<file path="config.mk">
export PLATFORM = sky130hd
export DESIGN_NAME = dsm_decimator_flat
export DESIGN_NICKNAME = d
export VERILOG_FILES = /design/src/rtl/dsm_if.sv /design/src/rtl/dsm_decimator.sv /design/src/flat_wrapper.sv
export SDC_FILE = /design/constraint.sdc
export NUM_CORES = 1
export LEC_CHECK = 0
export ABC_AREA = 1
export BUFFER_PORTS_ARGS = -buffer_cell sky130_fd_sc_hd__buf_2
export CORE_ASPECT_RATIO = 1.75
export CORE_MARGIN = 2
export CORE_UTILIZATION = 35
export CTS_CLUSTER_SIZE = 8
export DETAILED_ROUTE_END_ITERATION = 8
export PLACE_DENSITY = 0.47
export SYNTH_ARGS = -nofsm -noshare
export SYNTH_HDL_FRONTEND = slang
export SYNTH_SLANG_ARGS = --single-unit
</file>
<file path="constraint.sdc">
create_clock -name clk -period 8.17 [get_ports clk]
set_clock_uncertainty 0.2 [all_clocks]
set_input_delay 0.4085 -clock clk [delete_from_list [all_inputs] [get_ports clk]]
set_output_delay 0.4085 -clock clk [all_outputs]
set_load 0.005 [all_outputs]
</file>
<file path="src/rtl/dsm_if.sv">
// Bitstream-in / PCM-out bundle for the delta-sigma decimator.
// The decimator takes the slave modport and the bitstream source takes the master modport.
interface dsm_if;
    logic               insignal;
    logic               en;
    logic signed [15:0] data_out;
    logic               wrreq;
    logic               sat;

    modport master (
        output insignal,
        output en,
        input  data_out,
        input  wrreq,
        input  sat
    );

    modport slave (
        input  insignal,
        input  en,
        output data_out,
        output wrreq,
        output sat
    );
endinterface

</file>
<file path="src/rtl/dsm_decimator.sv">
// Second-order CIC (sinc^2) decimator turning a 1-bit delta-sigma stream into 16-bit PCM.
// Integrators run at bit rate, combs run at output rate, and the first two results are discarded.
module dsm_decimator #(
    parameter int unsigned DECIM_LOG2 = 8
) (
    input logic   clk,
    input logic   reset,
    dsm_if.slave  bus
);

    localparam int unsigned W     = 2 * DECIM_LOG2 + 2;
    localparam int unsigned SHIFT = 2 * DECIM_LOG2 - 15;

    localparam logic signed [W-1:0] PCM_MAX = W'(32767);
    localparam logic signed [W-1:0] PCM_MIN = W'(-32768);

    localparam logic [0:0] FILL = 1'b0;
    localparam logic [0:0] RUN  = 1'b1;

    logic signed [W-1:0] step;
    logic signed [W-1:0] int1_q, int1_d;
    logic signed [W-1:0] int2_q, int2_d;
    logic [DECIM_LOG2-1:0] phase_q;

    logic signed [W-1:0] comb_in_q, dly1_q, dly2_q, comb1, comb2;
    logic signed [W-1:0] y_q, y_shift;
    logic                cap_vld_q, y_vld_q;

    logic [0:0] state_q;
    logic [1:0] fill_cnt_q;

    logic signed [15:0] pcm;
    logic               clip;

    always_comb begin
        step    = bus.insignal ? W'(1) : {W{1'b1}};
        int1_d  = int1_q + step;
        int2_d  = int2_q + int1_d;
        comb1   = comb_in_q - dly1_q;
        comb2   = comb1 - dly2_q;
        // Arithmetic shift floors toward minus infinity.
        y_shift = y_q >>> SHIFT;
        pcm     = y_shift[15:0];
        clip    = 1'b0;
        if (y_shift > PCM_MAX) begin
            pcm  = 16'sh7fff;
            clip = 1'b1;
        end else if (y_shift < PCM_MIN) begin
            pcm  = 16'sh8000;
            clip = 1'b1;
        end
    end

    always_ff @(posedge clk) begin
        if (reset) begin
            int1_q       <= '0;
            int2_q       <= '0;
            phase_q      <= '0;
            comb_in_q    <= '0;
            dly1_q       <= '0;
            dly2_q       <= '0;
            y_q          <= '0;
            cap_vld_q    <= 1'b0;
            y_vld_q      <= 1'b0;
            state_q      <= FILL;
            fill_cnt_q   <= 2'd0;
            bus.data_out <= '0;
            bus.wrreq    <= 1'b0;
            bus.sat      <= 1'b0;
        end else begin
            cap_vld_q <= 1'b0;
            y_vld_q   <= 1'b0;
            bus.wrreq <= 1'b0;

            if (bus.en) begin
                int1_q  <= int1_d;
                int2_q  <= int2_d;
                phase_q <= phase_q + 1'b1;
                // The R-th accepted bit closes the frame, including this bit's contribution.
                if (phase_q == '1) begin
                    comb_in_q <= int2_d;
                    cap_vld_q <= 1'b1;
                end
            end

            if (cap_vld_q) begin
                dly1_q  <= comb_in_q;
                dly2_q  <= comb1;
                y_q     <= comb2;
                y_vld_q <= 1'b1;
            end

            // The first two results see partially filled comb delays, so they are dropped.
            if (y_vld_q) begin
                if (state_q == FILL && fill_cnt_q != 2'd2) begin
                    fill_cnt_q <= fill_cnt_q + 2'd1;
                end else begin
                    state_q      <= RUN;
                    bus.wrreq    <= 1'b1;
                    bus.data_out <= pcm;
                    if (clip) begin
                        bus.sat <= 1'b1;
                    end
                end
            end
        end
    end

endmodule

</file>
<file path="src/flat_wrapper.sv">
// flat-port wrapper written by rule: the top's interface ports become plain ports
module dsm_decimator_flat 
#(
    parameter int unsigned DECIM_LOG2 = 8
)
  (clk, reset, bus_insignal, bus_en, bus_data_out, bus_wrreq, bus_sat);
  dsm_if bus_i ();
  input logic clk;
  input logic reset;
  input wire logic [$bits(bus_i.insignal)-1:0] bus_insignal;
  input wire logic [$bits(bus_i.en)-1:0] bus_en;
  output wire logic [$bits(bus_i.data_out)-1:0] bus_data_out;
  output wire logic [$bits(bus_i.wrreq)-1:0] bus_wrreq;
  output wire logic [$bits(bus_i.sat)-1:0] bus_sat;
  assign bus_i.insignal = bus_insignal;
  assign bus_i.en = bus_en;
  assign bus_data_out = bus_i.data_out;
  assign bus_wrreq = bus_i.wrreq;
  assign bus_sat = bus_i.sat;
  dsm_decimator #(.DECIM_LOG2(DECIM_LOG2)) u_core (.clk(clk), .reset(reset), .bus(bus_i));
endmodule
</file>
==> results of run 1 <==
## worst max path at each step
stage	from	end	slack, ns	cells after the start
final	bus_insignal	u_core.int2_q[15]$_SDFFE_PP0P_	4.38	19
after global routing	bus_insignal	u_core.int2_q[15]$_SDFFE_PP0P_	3.95	19
after CTS	bus_insignal	u_core.int2_q[15]$_SDFFE_PP0P_	4.41	19
after detailed placement	bus_insignal	u_core.int2_q[15]$_SDFFE_PP0P_	3.93	19
after global placement	bus_insignal	u_core.int2_q[15]$_SDFFE_PP0P_	3.95	19
after floorplan	bus_insignal	u_core.int2_q[15]$_SDFFE_PP0P_	4.71	18
## flip-flops by register name, summed over array words and instances (netlist names)
| register | flops |
|---|---|
| u_core.int1_q | 18 |
| u_core.y_vld_q | 1 |
| u_core.int2_q | 18 |
| u_core.bus.wrreq | 1 |
| u_core.fill_cnt_q | 2 |
| u_core.bus.data_out | 16 |
| u_core.comb_in_q | 18 |
| u_core.y_q | 17 |
| u_core.dly2_q | 18 |
| u_core.bus.sat | 1 |
| u_core.phase_q | 8 |
| u_core.cap_vld_q | 1 |
| u_core.dly1_q | 18 |
| u_core.state_q | 1 |
## layer usage
| metal | GRT usage, % | routed length (um) | vias to the layer above |
|---|---|---|---|
| met5 | 0 | 0 | - |
| met4 | 12.7 | 1410 | 0 |
| met3 | 3.13 | 442 | 69 |
| met2 | 37.4 | 12900 | 117 |
| met1 | 17.2 | 8720 | 3532 |
| li1 | - | - | 4158 |
## through the flow
stage               instances  utilization, %
detailed placement       1578            37.1
CTS                      1610            39.5
floorplan                1278               -
global route             1610            39.5
finish                   1610            39.5
global placement         1578            37.1
## cells in the final DEF (no fill, tap or decap), types with 6 or more instances in the layout
cell type,Yosys,routed
a21o_1,9,9
a21oi_1,120,120
a21oi_2,8,8
buf_2,3,21
buf_4,1,7
clkbuf_16,0,17
dfxtp_1,138,137
ha_1,68,68
inv_1,200,200
nand2_1,213,213
nand2_2,6,6
nand3_1,74,74
nand3_2,6,6
nor2_1,162,162
nor3_1,7,7
o211ai_1,10,10
o21ai_0,104,104
o21ai_1,6,6
o21ai_2,8,8
o21bai_1,9,9
xnor2_1,10,10
xor2_1,33,33
## cell families after synthesis
| kind of cell | after synthesis | share of synthesized area, % |
|---|---|---|
| AO/OA/AOI/OAI | 297 | 19.5 |
| adder cells (fa/ha/maj) | 72 | 10.6 |
| buffers and inverters | 242 | 10.6 |
| XOR/XNOR | 43 | 4.30 |
| AND/OR/NAND/NOR | 486 | 23.4 |
| flip-flops | 138 | 31.6 |
## worst max-delay path, delay by kind of cell
family,cells,cell delay [ns]
AOI/OAI and AO/OA,5,1.24
buffers and inverters,4,0.72
adders and majority gates,2,0.72
and+or+nand+nor,7,0.62
xor gates and xnor gates,1,0.20
## power groups by stage
stage / sequential [mW] / clock [mW] / combinational [mW]
floorplan: 0.732 / 0 / 0.399
CTS: 0.723 / 0.832 / 0.523
global placement: 0.738 / 0 / 0.521
finish: 0.723 / 0.801 / 0.521
detailed placement: 0.738 / 0 / 0.521
global route: 0.725 / 0.857 / 0.589
## area by class of cell
type                    count  share of cell area [%]
multi-input cells         898                    52.0
inverters                 202                    7.79
clock inverters            14                    1.77
well taps                 312                    4.01
flip-flops and latches    138                    28.4
repair buffers             28                    1.62
clock buffers              18                    4.41
==> results by group, run 1 <==
Logic synthesis
  – Mapped cell area: 8750 um2
  – Largest area contributor in the netlist: dfxtp_1
  – Ys Warns: 0
  – Flops & latches, synth: 138
  – Count leader, synth: nand2_1
  – Mapped Cells: 1278
  – Synth Flop Type: dfxtp_1
  – Seq/Total Area, Yosys: 31.6%
  – Synthesized area per cell: 6.85 um2
  – Top-area cell type share of the netlist area: 31.6%
  – Most common library cells after synthesis: nand2_1 (213), inv_1 (200), nor2_1 (162)
  – Synth cell types: 44
  – Syn nets: 1354
  – Synth top area cells: dfxtp_1 (32%), ha_1 (9.7%), nand2_1 (9.1%)
  – Post-synth EDFFs: 0
  – Async set-reset flop share out of synthesis: 0%

Global route
  – Global route overflow: 0
  – First-pass GRT wire length: 38200 um
  – Tot GR Track Use: 19.1%
  – Largest net degree at the start of global routing: 61
  – Initial antenna violation count: 0
  – Vias in the first global route: 8033

STA
  – Worst-margin pin slew: 0.938 ns
  – Post-layout min period: 3.79 ns
  – Final Max Slew Viols: 0
  – Max_slew headroom: 37.4%
  – Hold Fails Final Rpt: 0
  – Setup ws final: 4.38 ns
  – Hold slack final: 0.256 ns
  – Final period utilization: 46.4%
  – RSZ-0062 raised after global routing: false
  – Achievable frequency: 0.264 GHz
  – Final setup violating endpoints: 0
  – Setup TNS: 0 ns

Clocking
  – Post-CTS resize count: 0
  – Clk slew on worst S/H paths: 0.06 ns
  – Clock latency on the worst-skew pair: 0.44 ns
  – TritonCTS Buffers: 17
  – Root buf cell: clkbuf_16
  – Number of H-tree levels: 4
  – Clk sinks: 138
  – # Post-CTS Setup Buffers: 0
  – CTS tree: yes
  – Deepest clock path buffer count: 2
  – Cts hold-fix bufs: 0

Final layout
  – Post-layout instance area: 9740 um2
  – Antenna Cells: 0
  – Syn-to-layout area delta: 11.3%
  – Layout cell share with drive strength beyond 1: 8.01%
  – Seq. cell area: 2760 um2
  – Fillers: 2660
  – Nets: 1361
  – Multi-input combinational cell area: 5060 um2

Power and ir drop
  – Pleak: 4.89 nW
  – Switching Share: 33.3%
  – Clock Power Share: 39.2%
  – Maximum VDD drop: 0.143 mV
  – Comb power frac: 25.5%
  – Internal Power: 1.36 mW
  – P per Cell Area: 210 nW/um2
  – Power, Total: 2.05 mW
  – Net switching power: 0.682 mW
  – Seq pwr share: 35.3%

Hold path
  – Hold EP: u_core.bus.sat$_SDFFE_PP0P_
  – Hold Crit Start: u_core.bus.sat$_SDFFE_PP0P_
  – Worst Hold Depth: 2
  – Class of the worst hold path: flop to flop

Route
  – Vias/cell: 4.89
  – DRT iter0 DRCs: 354
  – Wire length per cell: 14.6 um
  – Drt total wl: 23500 um
  – ANT nets after route: 0
  – DRT Pass-1 Iters: 4
  – Via count: 7876
  – Residual DRC: 0

Critical path
  – CP Cell Sequence: buf_2, inv_1, ha_1, nand3_1, nand3_1, a21oi_2, nor2_1, o21ai_1, xor2_1, inv_1, ha_1, a21oi_1, o21ai_0, a221oi_1, nand2_1, nand2_1, nand3_1, nand2_1, inv_1
  – Delay of the slowest cell on the worst path: 0.52 ns
  – Worst path required time: 8.31 ns
  – R2r worst-path depth: 17
  – Critical Path Slowest Stage Cell: inv_1
  – Critical path type: input port to flop
  – Setup crit end kind: flop
  – Flop2flop setup slack: 4.56 ns
  – FF-to-FF End: u_core.int2_q[15]$_SDFFE_PP0P_
  – Crit-path max FO: 17
  – R2r startpoint: u_core.int1_q[0]$_SDFFE_PP0P_
  – Crit start category: input port
  – Worst Path Arrival: 3.93 ns

Placed design
  – Gpl congestion: 0.905
  – PortBufs: 21
  – Placed Area: 9140 um2
  – DP Worst Slack: 3.93 ns
  – DP HPWL: 17600 um

Floorplanning
  – Chip Height: 213 um
  – Die X: 124 um
  – Core area: 24600 um2
  – Starting Density: 35.5%
  – Row cnt: 76
  – Die ar.: 26300 um2
  – Ports: 22

Outcome
  – Status: complete, no violations

Flow run
  – Max Cap Viol: 0
Power figures use the tool's default switching activity.
==> run 2: changes to the inputs <==
--- a/config.mk
+++ b/config.mk
@@ -5,14 +5,14 @@
 export SDC_FILE = /design/constraint.sdc
 export NUM_CORES = 1
 export LEC_CHECK = 0
-export ABC_AREA = 1
+export ABC_AREA = 0
 export BUFFER_PORTS_ARGS = -buffer_cell sky130_fd_sc_hd__buf_2
 export CORE_ASPECT_RATIO = 1.75
 export CORE_MARGIN = 2
 export CORE_UTILIZATION = 35
 export CTS_CLUSTER_SIZE = 8
 export DETAILED_ROUTE_END_ITERATION = 8
-export PLACE_DENSITY = 0.47
+export PLACE_DENSITY = 0.49
 export SYNTH_ARGS = -nofsm -noshare
 export SYNTH_HDL_FRONTEND = slang
 export SYNTH_SLANG_ARGS = --single-unit
==> constraint.sdc (replaced) <==
create_clock -name clk -period 3.3 [get_ports clk]
set_clock_uncertainty 0.2 [all_clocks]
set_input_delay 0.165 -clock clk [delete_from_list [all_inputs] [get_ports clk]]
set_output_delay 0.165 -clock clk [all_outputs]
set_load 0.005 [all_outputs]
==> results by group, run 2 <==
Outcome
  – Status: finished, violations left
  – Failing checks: negative setup slack

Final layout
  – Post-layout instance area: 11500 um2
  – Nets: 1276
  – Most common cell after layout, fill and taps aside: buf_4
  – Fillers: 2244
  – Most frequent cells in the layout: buf_4 (200), nor2_1 (157), dfxtp_1 (131)
  – Syn-to-layout area delta: 40.2%
  – Antenna Cells: 0
  – Layout cell share with drive strength beyond 1: 31.3%
  – Final Util: 49.5%

Clocking
  – Clk slew on worst S/H paths: 0.06 ns
  – TritonCTS Buffers: 17
  – Number of H-tree levels: 4
  – Root buf cell: clkbuf_16
  – Clock latency on the worst-skew pair: 0.43 ns
  – Clk sinks: 138
  – CTS tree: yes
  – Deepest clock path buffer count: 2

Logic synthesis
  – Count leader, synth: nor2_1
  – Mapped Cells: 986
  – Largest area contributor in the netlist: dfxtp_1
  – Ys Warns: 0
  – Seq/Total Area, Yosys: 33.7%
  – Synth cell types: 61
  – Synth Flop Type: dfxtp_1
  – Flops & latches, synth: 138
  – Synth top area cells: dfxtp_1 (34%), ha_1 (10%), mux2i_1 (9.0%)
  – Async set-reset flop share out of synthesis: 0%
  – Post-synth EDFFs: 0
  – Most common library cells after synthesis: nor2_1 (165), dfxtp_1 (138), a21oi_1 (81)
  – Syn nets: 1062
  – Top-area cell type share of the netlist area: 33.7%
  – Mapped cell area: 8210 um2
  – Synthesized area per cell: 8.32 um2

STA
  – Hold Fails Final Rpt: 0
  – Worst-margin pin slew: 1.09 ns
  – Achievable frequency: 0.246 GHz
  – Setup ws final: -0.762 ns
  – Final Max Slew Viols: 0
  – Max_slew headroom: 27.5%
  – Hold slack final: 0.00948 ns
  – Final period utilization: 123%
  – Final setup violating endpoints: 25
  – RSZ-0062 raised after global routing: true
  – Post-layout min period: 4.06 ns

Critical path
  – Crit-path max FO: 3
  – Largest delay share family, worst path: compound AO/OA/AOI/OAI gates
  – Critical path type: flop to flop
  – Delay of the slowest cell on the worst path: 0.38 ns
  – Critical Path Slowest Stage Cell: fa_2
  – Setup crit end kind: flop
  – Buf/Inv on CP: 0
  – Worst Path Arrival: 4.21 ns
  – CP Cell Sequence: fa_2, a21o_1, a21oi_2, o211ai_1, a41oi_2, o21ai_1, o41ai_2, xnor2_1, ha_1, a21o_1, a21oi_2, o2111ai_1, nand2_1, xnor3_1, xor2_2, or2_1, a311oi_2
  – Worst path required time: 3.45 ns
  – Crit start category: flop

Global route
  – Tot GR Track Use: 16.3%
  – Global routing's busiest layer: met2
  – GR Util met2: 32.6%
  – Global route overflow: 0
  – Vias in the first global route: 7245
  – Initial antenna violation count: 0
  – First-pass GRT wire length: 32500 um
  – Met3 usage: 3.08%
  – Largest net degree at the start of global routing: 73
  – GR met1 Demand/Resource: 15.8%

Power and ir drop
  – P per Cell Area: 578 nW/um2
  – Power, Total: 6.64 mW
  – Pleak: 4.87 nW
  – Maximum VDD drop: 0.388 mV

Route
  – DRT Pass-1 Iters: 4
  – DRT iter0 DRCs: 200
  – Residual DRC: 0
  – Wire length per cell: 12.8 um
  – Drt total wl: 19500 um
  – Vias/cell: 4.86
  – Via count: 7371
  – ANT nets after route: 0

Floorplanning
  – Starting Density: 35.3%
  – Core area: 23200 um2
  – Ports: 22
  – Die X: 120 um
  – Chip Height: 207 um
  – Die ar.: 24700 um2
  – Row cnt: 74

Flow run
  – Max Cap Viol: 0

Placed design
  – Placed Area: 10200 um2
  – DP Worst Slack: -1.01 ns
  – PortBufs: 21
  – Gpl congestion: 0.799
  – DP HPWL: 14300 um

Hold path
  – Class of the worst hold path: input port to flop
-- run 2: where the power goes --
| group | internal (mW) | switching, mW | total (mW) |
|---|---|---|---|
| Clock | 1.28 | 0.750 | 2.03 |
| Sequential | 1.80 | 0.0886 | 1.88 |
| Combinational | 1.46 | 1.27 | 2.73 |
| Total | 4.54 | 2.11 | 6.64 |
-- run 2: kinds of logic (layout without fill, tap and decap cells) --
kind of cell	Yosys count	count (layout)	synth area share, %
buffers and inverters	98	324	4.48
AO/OA/AOI/OAI	216	216	17.0
multiplexers	74	74	9.02
AND/OR/NAND/NOR	325	325	17.6
XOR/XNOR	63	63	6.89
flip-flops	138	138	33.7
adder cells (fa/ha/maj)	72	72	11.3
-- run 2: final cells by class --
type | instances | area (um2) | area share, %
Clock buffer | 20 | 447 | 3.88
Clock inverter | 11 | 171 | 1.49
Inverter | 57 | 218 | 1.89
Multi-Input combinational cell | 750 | 5710 | 49.6
Sequential cell | 138 | 2780 | 24.1
Tap cell | 304 | 380 | 3.31
Timing Repair Buffer | 236 | 1810 | 15.7
-- run 2: routing by layer --
metal  up-vias  share of wire [%]
met1      3410                 40
li1       3862                  -
met4         0                2.8
met2        64                 56
met5         -                  0
met3        35                1.7
-- run 2: worst paths after layout --
path | from | end | slack (ns) | cells after the start
min reg2reg | u_core.bus.sat$_SDFFE_PP0P_ | u_core.bus.sat$_SDFFE_PP0P_ | 0.27 | 2
max reg2reg | u_core.int1_q[1]$_SDFFE_PP0P_ | u_core.comb_in_q[17]$_SDFFE_PP0P_ | -0.76 | 17
min | reset | u_core.bus.sat$_SDFFE_PP0P_ | 0.009 | 2
max | u_core.int1_q[1]$_SDFFE_PP0P_ | u_core.comb_in_q[17]$_SDFFE_PP0P_ | -0.76 | 17
-- run 2: through the flow --
| stage | TNS [ns] | cells |
|---|---|---|
| finish | -10.82 | 1516 |
| global route | -16.44 | 1516 |
| CTS | -13.02 | 1504 |
| detailed placement | -15.96 | 1459 |
| global placement | -14.96 | 1459 |
| floorplan | -5.66 | 986 |
-- run 2: what timing repair did --
action                                  CTS  global route
hold endpoints to repair                  3             0
pin swaps                                62            59
hold buffers                              1             0
buffers inserted                         14            15
endpoints found under the setup margin   29            31
resized for setup                        39            66
==> run 3: changes to the inputs <==
--- a/config.mk
+++ b/config.mk
@@ -7,7 +7,7 @@
 export LEC_CHECK = 0
 export ABC_AREA = 0
 export BUFFER_PORTS_ARGS = -buffer_cell sky130_fd_sc_hd__buf_2
-export CORE_ASPECT_RATIO = 1.75
+export CORE_ASPECT_RATIO = 2
 export CORE_MARGIN = 2
 export CORE_UTILIZATION = 35
 export CTS_CLUSTER_SIZE = 8
==> results by group, run 3 (synthesis results as in run 2) <==
Outcome
  – Status: finished, violations left
  – Failing checks: negative setup slack

Critical path
  – Critical Path Slowest Stage Cell: fa_2
  – Worst Path Arrival: 4.24 ns
  – FF-to-FF End: u_core.comb_in_q[17]$_SDFFE_PP0P_
  – Worst path required time: 3.45 ns
  – R2r worst-path depth: 17
  – Setup crit end kind: flop
  – Largest delay share family, worst path: compound AO/OA/AOI/OAI gates
  – Crit-path max FO: 4
  – Delay of the slowest cell on the worst path: 0.39 ns
  – Critical Path Source: u_core.int1_q[1]$_SDFFE_PP0P_
  – R2r startpoint: u_core.int1_q[1]$_SDFFE_PP0P_
  – Buf/Inv on CP: 0
  – Crit start category: flop
  – Critical path type: flop to flop
  – CP Depth: 17
  – Flop2flop setup slack: -0.79 ns
  – Worst setup path end: u_core.comb_in_q[17]$_SDFFE_PP0P_
  – CP Cell Sequence: fa_2, a21o_1, a21oi_2, o211ai_1, a41oi_2, o21ai_2, o41ai_2, xnor2_1, ha_1, a21o_1, a21oi_2, o2111ai_2, nand2_1, xnor3_1, xor2_2, or2_1, a311oi_2

Placed design
  – PortBufs: 21
  – Placed Area: 10100 um2
  – Gpl congestion: 0.781
  – DP HPWL: 14800 um

STA
  – RSZ-0062 raised after global routing: true
  – Final period utilization: 124%
  – Final Max Slew Viols: 0
  – Post-layout min period: 4.09 ns
  – Achievable frequency: 0.244 GHz
  – Setup ws final: -0.795 ns
  – Worst-margin pin slew: 1.05 ns
  – Hold Fails Final Rpt: 0
  – Max_slew headroom: 29.6%
  – Final setup violating endpoints: 29
  – Setup TNS: -10.37 ns
  – Hold slack final: 0.0778 ns

Global route
  – Vias in the first global route: 7332
  – Tot GR Track Use: 16.8%
  – First-pass GRT wire length: 33600 um
  – Global route overflow: 0
  – Largest net degree at the start of global routing: 72
  – Initial antenna violation count: 0

Power and ir drop
  – Power, Total: 6.46 mW
  – P per Cell Area: 559 nW/um2
  – Pleak: 4.88 nW
  – Maximum VDD drop: 0.337 mV

Final layout
  – Antenna Cells: 0
  – Most frequent cells in the layout: buf_4 (206), nor2_1 (157), dfxtp_1 (129)
  – Layout cell share with drive strength beyond 1: 33.0%
  – Syn-to-layout area delta: 40.8%
  – Post-layout instance area: 11600 um2
  – Fillers: 2251
  – Multi-input combinational cell area: 5780 um2
  – Nets: 1282
  – Final Util: 50.0%
  – Seq. cell area: 2770 um2
  – Most common cell after layout, fill and taps aside: buf_4

Route
  – DRT Pass-1 Iters: 4
  – ANT nets after route: 0
  – Residual DRC: 0
  – Wire length per cell: 13.5 um
  – Vias/cell: 4.92
  – Drt total wl: 20300 um
  – Via count: 7384
  – DRT iter0 DRCs: 212

Clocking
  – CTS tree: yes
  – Number of H-tree levels: 4
  – Clock latency on the worst-skew pair: 0.44 ns
  – Clk slew on worst S/H paths: 0.07 ns
  – Deepest clock path buffer count: 2
  – Root buf cell: clkbuf_16
  – Clk sinks: 138
  – TritonCTS Buffers: 17

Floorplanning
  – Die ar.: 24800 um2
  – Row cnt: 79
  – Ports: 22
  – Chip Height: 221 um
  – Starting Density: 35.5%
  – Core area: 23100 um2
  – Die X: 112 um

Flow run
  – Max Cap Viol: 0

Hold path
  – Class of the worst hold path: input port to flop
## run 3: changes by cell type in the layout (fill, tap and decap cells not counted), sizes merged
cell         delta
dlygate4sd3     +1
buf             +5
clkinv          +3
bufinv          -1
clkinvlp        -1
## run 3: layout make-up
class                      count  area share [%]
tap                          283            3.06
multi-input combinational    750            50.0
inverter                      57            1.88
sequential                   138            24.0
clock buffer                  20            3.87
timing repair buffer         242            15.9
clock inverter                12            1.29
## run 3: timing repair
action,CTS,global route
buffers inserted,27,15
endpoints found under the hold margin,17,0
gates resized for setup,59,69
hold buffers,2,0
setup endpoints to repair,30,35
gates cloned,0,0
pin swaps,60,70
## run 3: metrics by stage
| step | setup WS (ns) | instances |
|---|---|---|
| after floorplan | -0.844 | 986 |
| after global routing | -1.02 | 1502 |
| after global placement | -1.12 | 1436 |
| after detailed placement | -1.20 | 1436 |
| after CTS | -0.795 | 1493 |
| final | -0.795 | 1502 |
## run 3: layer usage
| metal | share of wire, % | vias up | GRT usage [%] |
|---|---|---|---|
| li1 | - | 3874 | - |
| met3 | 1.4 | 32 | 2.66 |
| met5 | 0 | - | 0 |
| met2 | 58 | 49 | 35.0 |
| met1 | 37 | 3429 | 15.3 |
| met4 | 3.0 | 0 | 7.60 |
## run 3: worst register-to-register path, delay by kind of cell, from the launching register on
| kind | cells | cell delay [ns] |
|---|---|---|
| flip-flops | 1 | 0.35 |
| XOR/XNOR | 3 | 0.63 |
| AO/OA/AOI/OAI | 10 | 1.83 |
| adder cells (fa/ha/maj) | 2 | 0.67 |
| AND/OR/NAND/NOR | 2 | 0.34 |
## run 3: power breakdown
group / switching (mW) / internal (mW) / leakage [nW]
clock: 0.758 / 1.20 / 0.293
sequential: 0.0852 / 1.80 / 1.12
combinational: 1.26 / 1.36 / 3.47
total: 2.10 / 4.36 / 4.88
## run 3: how the worst min path moves through the flow
stage / start / to / slack, ns / cells after the start
5_1_grt: bus_insignal / u_core.int1_q[17]$_SDFFE_PP0P_ / 0.13 / 5
3_5_place_dp: u_core.bus.sat$_SDFFE_PP0P_ / u_core.bus.sat$_SDFFE_PP0P_ / 0.25 / 2
6_report: bus_insignal / u_core.int1_q[17]$_SDFFE_PP0P_ / 0.08 / 5
2_1_floorplan: reset / u_core.y_vld_q$_SDFF_PP0_ / 0.07 / 1
4_1_cts: bus_insignal / u_core.int1_q[17]$_SDFFE_PP0P_ / 0.06 / 5
3_3_place_gp: u_core.bus.sat$_SDFFE_PP0P_ / u_core.bus.sat$_SDFFE_PP0P_ / 0.25 / 2
